==> config.mk <==
export PLATFORM = sky130hd
export DESIGN_NAME = hr_node
export DESIGN_NICKNAME = d
export VERILOG_FILES = /design/src/rtl/hr_node.sv
export SDC_FILE = /design/constraint.sdc
export NUM_CORES = 1
export LEC_CHECK = 0
export ABC_AREA = 1
export CAP_MARGIN = 40
export CORE_AREA = 10 10 447 449
export DETAILED_ROUTE_END_ITERATION = 7
export DIE_AREA = 0 0 457 459
export REMOVE_ABC_BUFFERS = 1
export SLEW_MARGIN = 20
export SYNTH_ARGS = -nofsm -noshare
export SYNTH_HDL_FRONTEND = slang
export SYNTH_SLANG_ARGS = --single-unit
==> constraint.sdc <==
create_clock -name clk -period 1.7 [get_ports clk]
set_input_delay 0.425 -clock clk [delete_from_list [all_inputs] [get_ports clk]]
set_output_delay 0.425 -clock clk [all_outputs]
set_load 0.1 [all_outputs]
==> src/rtl/hr_node.sv <==
// Hierarchical-ring router node with two independent unidirectional rings.
// For each ring, a valid flit addressed to this node is ejected to the local port.
// Other valid ring traffic is forwarded, and the local port may inject into a free slot.
// Ring traffic always wins over injection. Every flit output is registered, so each hop costs one
// clock. The injection acks are combinational.
module hr_node #(
  parameter logic [3:0] addr = 4'b0010
) (
  input  logic         clk,
  input  logic         rst,
  input  logic [143:0] port0_i,
  input  logic [143:0] port1_i,
  input  logic [143:0] port0_local_i,
  input  logic [143:0] port1_local_i,
  output logic [143:0] port0_o,
  output logic [143:0] port1_o,
  output logic [143:0] port0_local_o,
  output logic [143:0] port1_local_o,
  output logic         portl0_ack,
  output logic         portl1_ack
);

  localparam int unsigned FlitW    = 144;
  localparam int unsigned ValidBit = 12;

  logic [FlitW-1:0] ring_in  [2];
  logic [FlitW-1:0] local_in [2];
  logic [FlitW-1:0] ring_q   [2];
  logic [FlitW-1:0] eject_q  [2];
  logic             ack      [2];

  assign ring_in[0]  = port0_i;
  assign ring_in[1]  = port1_i;
  assign local_in[0] = port0_local_i;
  assign local_in[1] = port1_local_i;

  for (genvar n = 0; n < 2; n++) begin : g_ring
    logic             in_valid;
    logic             local_valid;
    logic             eject;
    logic             slot_free;
    logic [FlitW-1:0] ring_d;
    logic [FlitW-1:0] eject_d;

    // Per-ring eject/forward/inject decision for the flit currently on the input.
    always_comb begin
      in_valid    = ring_in[n][ValidBit];
      local_valid = local_in[n][ValidBit];
      eject       = in_valid && (ring_in[n][3:0] == addr);
      // An ejecting flit vacates its slot, so injection can share the same edge.
      slot_free   = !in_valid || eject;
      // rst gating keeps the ack low while the node is held in reset.
      ack[n]      = rst && local_valid && slot_free;
      ring_d      = '0;
      eject_d     = '0;
      if (in_valid && !eject) begin
        ring_d = ring_in[n];
      end else if (ack[n]) begin
        ring_d = local_in[n];
      end
      if (eject) begin
        eject_d = ring_in[n];
      end
    end

    // Output pipeline stage; async clear so outputs drop to zero without a clock.
    always_ff @(posedge clk or negedge rst) begin
      if (!rst) begin
        ring_q[n]  <= '0;
        eject_q[n] <= '0;
      end else begin
        ring_q[n]  <= ring_d;
        eject_q[n] <= eject_d;
      end
    end
  end

  assign port0_o       = ring_q[0];
  assign port1_o       = ring_q[1];
  assign port0_local_o = eject_q[0];
  assign port1_local_o = eject_q[1];
  assign portl0_ack    = ack[0];
  assign portl1_ack    = ack[1];

endmodule

---- Word-level counts from Yosys, hierarchy flattened ----
Index checks and enable logic that the tools add are counted.
W data, S select, Z words.
storage, ports and cells
  register bits after elaboration ......... 576
  output and inout port bits .............. 578
  word-level logic and storage cells ...... 26
operators by class
  eq/ne operators ......................... 2
  multiplexer cells ....................... 6
  reductions and logical operators ........ 14
operators with widths
  cell                  count
  $mux W144             6
  $eq A4 B2 Y1 const B  2
  $logic_and A1 B1 Y1   8
  $logic_not A1 Y1      4
  $logic_or A1 B1 Y1    2

---- Longest topological paths before layout ----
  depth after elaboration ................. 6
  gate-level depth with buffers ........... 8
  mapped depth without buffers ............ 6

---- Worst setup path before layout ----
No wires, ideal clock.
  kind .................................... input -> output
  from .................................... input port port0_i[2]
  to ...................................... output port portl0_ack
  arrival time ............................ 2.186 ns
  path slack .............................. -0.911 ns
  stages .................................. 4
  path buffers ............................ 1
  path through ............................ nor2_1 a21boi_2 clkbuf_1 nor2_1
on the way
  word-level cells in the longest chain between the ends .. 4
ends and longest elaborated chain
  element              line  RTL
  from (decl)          11    input logic [143:0] port0_i,
  $eq A4 B2 Y1         49    eject = in_valid && (ring_in[n][3:0] == addr);
  $logic_and A1 B1 Y1  49
  $logic_or A1 B1 Y1   51    slot_free = !in_valid || eject;
  $logic_and A1 B1 Y1  53    ack[n] = rst && local_valid && slot_free;
  to (decl)            19    output logic portl0_ack,
Every way passes these cells.

---- Final worst setup path ----
  from .................................... register ring_q (netlist bit port1_o[26])
  to ...................................... output port port1_o[26]
RTL lines
  element                            line  RTL
  from (decl)                        28    logic [FlitW-1:0] ring_q [2];
  from (signal, indexed assignment)  72    ring_q[n] <= ring_d;
  to (decl)                          16    output logic [143:0] port1_o,
No word-level cell between the ends.

==> qor.txt <==
============================================================================
Run status                                                      complete, but fails checks
Violated checks                                                 negative setup slack
YS warnings                                                                0
Antenna violations before repair                                          99
Worst hold slack                                                   0.0528 ns
Horizontal die dimension                                              457 um
Remaining max-slew budget at the tightest pin                          52.7%
Vias in the first global route                                         21700
Maximum achievable frequency                                         558 MHz
CTS H-tree lvls                                                            3
Required time at the endpoint of the critical path                   1.27 ns
TritonCTS clock tree                                                     yes
Unrepaired setup endpoints after global routing                         true
Routability-driven placement congestion ratio                          0.926
Hold violation count in the final report                                   0
Post-route setup slack                                            -0.0928 ns
Placed standard-cell area                                          42100 um2
Minimum period implied by the final worst setup slack                1.79 ns
Via-to-Cell Ratio                                                       3.47
Pin count of the biggest net entering global routing                      89
Crit path DAT                                                        1.37 ns
Total number of clock tree sinks                                         576
Worst Path Class, Setup                                              reg2out
CP endpoint kind                                                 output port
Average wire per standard cell                                       30.8 um
Final setup violation count                                              189
Slowest stage cell on the critical path                         sky130_fd_sc_hd__dfrtp_2
Cell breakdown of the critical path                                   buf_12
Most common library cell in the layout ignoring fill and taps   sky130_fd_sc_hd__buf_12
Cell total after placement                                              5815
Most used cells in the layout excluding fill and tap cells      613 x sky130_fd_sc_hd__buf_12, 576 x sky130_fd_sc_hd__nand2_1, 564 x sky130_fd_sc_hd__clkdlybuf4s50_1, 532 x sky130_fd_sc_hd__dfrtp_1, 286 x sky130_fd_sc_hd__nand3_1
Final std cells w/o fill                                                5990
Pins Over Slew Limit                                                       0
Static leakage                                                       21.4 nW
Core Area                                                         191000 um2
Initial Util                                                           10.8%
DRT antenna net count                                                      0
Layout cells sized above 1                                             25.9%
Crit path largest cell delay                                         0.47 ns
Io pins                                                                 1156
Synth Register Bits                                                      576
Global-route wire length before repair                             234000 um
Final Instance Area                                                44900 um2
Top-area cell type share of the netlist area                           69.5%
Height of the die                                                     459 um
Most area-hungry cell type in the Yosys netlist                 sky130_fd_sc_hd__dfrtp_1
Root Driver                                                     sky130_fd_sc_hd__clkbuf_16
Post-synthesis instance total                                           2137
Placed wire-length estimate                                        162000 um
Maximum count of clock buffers along a single path                         3
Post-layout util                                                       23.5%
Routed vias                                                            20800
First drt pass iteration count                                             5
TritonCTS Buffers                                                         74
Power per cell area                                               940 nW/um2
Measured slew at the worst slew-check pin                           0.709 ns
Port bufs                                                               1155
Delay-heaviest family, CP                                         flip-flops
Total Wirelength                                                   185000 um
Part of the Yosys area used for sequential elements                    69.5%
Average instance area after synthesis                               9.70 um2
Number of inserted filler cells in the final layout                    20300
Area overhead of the layout relative to synthesis                       117%
Kind of path behind the tightest hold check                         in2async
DRT iter0 DRCs                                                          1593
GRT Util Overall                                                       16.9%
Final Net Count                                                         3963
Die area                                                          210000 um2
Distinct cell type count after synthesis                                  14
DR DRC count                                                               0
Worst-path clk slew                                                  0.06 ns
GRT overflow                                                               0
Buffers & Inverters on Critical Path                                       1
Synthesized area                                                   20700 um2
Maxcap violations                                                          0
Sum of negative setup slack                                         -4.66 ns
Cells taking the most area after synthesis                      sky130_fd_sc_hd__dfrtp_1 70%, sky130_fd_sc_hd__nand2_1 10%, sky130_fd_sc_hd__nand3_1 7.0%
Maximum net fanout on the critical path                                    1
Worst IR drop on VDD                                                  671 uV
FP Rows                                                                  161
Post-route clock period utilization                                     105%
Worst setup SP type                                                 register
============================================================================
[synth_stat cells]
| cell | instances |
|---|---|
| sky130_fd_sc_hd__conb_1 | 1 |
| sky130_fd_sc_hd__nand2_1 | 579 |
| sky130_fd_sc_hd__nand2_2 | 1 |
| sky130_fd_sc_hd__dfrtp_1 | 576 |
| sky130_fd_sc_hd__buf_4 | 2 |
| sky130_fd_sc_hd__clkbuf_1 | 42 |
| sky130_fd_sc_hd__buf_2 | 57 |
| sky130_fd_sc_hd__inv_1 | 284 |
| sky130_fd_sc_hd__a21boi_2 | 2 |
| sky130_fd_sc_hd__nor2_1 | 283 |
| sky130_fd_sc_hd__inv_2 | 2 |
| sky130_fd_sc_hd__buf_1 | 19 |
| sky130_fd_sc_hd__nor2_2 | 1 |
| sky130_fd_sc_hd__nand3_1 | 288 |
[cell families (layout without fill, tap and decap cells)]
family / after synthesis / in the layout / synth area share (%)
other cells: 1 / 28 / 0.0181
flops: 576 / 576 / 69.5
compound gates: 2 / 2 / 0.109
buf+inv: 406 / 1706 / 7.73
simple gates: 1152 / 1152 / 22.6
[stage by stage]
step           total power [mW]  worst slack, ns
5_1_grt                    43.8           -0.172
2_1_floorplan              19.8            -3.62
3_3_place_gp               26.0           -0.707
4_1_cts                    42.9           -0.183
6_report                   42.2          -0.0928
3_5_place_dp               26.1           -0.724
[sequential cells by signal (all words and copies together), names as in the netlist]
register / cells
port0_local_o: 144
port0_o: 144
port1_local_o: 144
port1_o: 144
[report_power, final]
group	total, mW	switching (mW)	internal, mW
Combinational	10.9	6.95	3.93
Clock	16.4	6.89	9.56
Sequential	14.9	0.583	14.3
Total	42.2	14.4	27.8
[how the worst max path moves through the flow]
stage	slack [ns]	end	start	depth (start not counted)
global placement	-0.71	portl0_ack	port0_i[1]	7
global route	-0.17	port1_o[26]	port1_o[26]	1
floorplan	-3.62	portl1_ack	port1_i[1]	4
detailed placement	-0.72	portl0_ack	port0_i[1]	7
finish	-0.09	port1_o[26]	port1_o[26]	1
CTS	-0.18	port1_o[67]	port1_o[67]	1
[layout make-up]
| class | instances | area, um2 | share of cell area [%] |
|---|---|---|---|
| repair buffers | 1287 | 18800 | 41.8 |
| flip-flops and latches | 576 | 14500 | 32.2 |
| multi-input cells | 1160 | 4840 | 10.8 |
| well taps | 2526 | 3160 | 7.04 |
| clock buffers | 101 | 2100 | 4.69 |
| inverters | 286 | 1080 | 2.41 |
| clock inverters | 32 | 410 | 0.914 |
| diodes | 22 | 55.1 | 0.123 |
[timing repair]
action                                  CTS  global route
pin swaps                                 9             7
resized for setup                        90             6
hold buffers                              6             4
endpoints found under the setup margin  578           578
hold endpoints to repair                 33             4
setup buffers                             7             3
gates cloned                              0             0
[per-layer routing]
layer,wire (um),global-route usage [%],part of all wire [%],up-vias
li1,-,-,-,8910
met5,205,0,0.11,-
met1,67400,18.5,36,10300
met2,83200,26.9,45,1335
met3,30000,12.0,16,248
met4,3960,3.35,2.1,28
No activity file was read; power rests on OpenSTA's default activity.
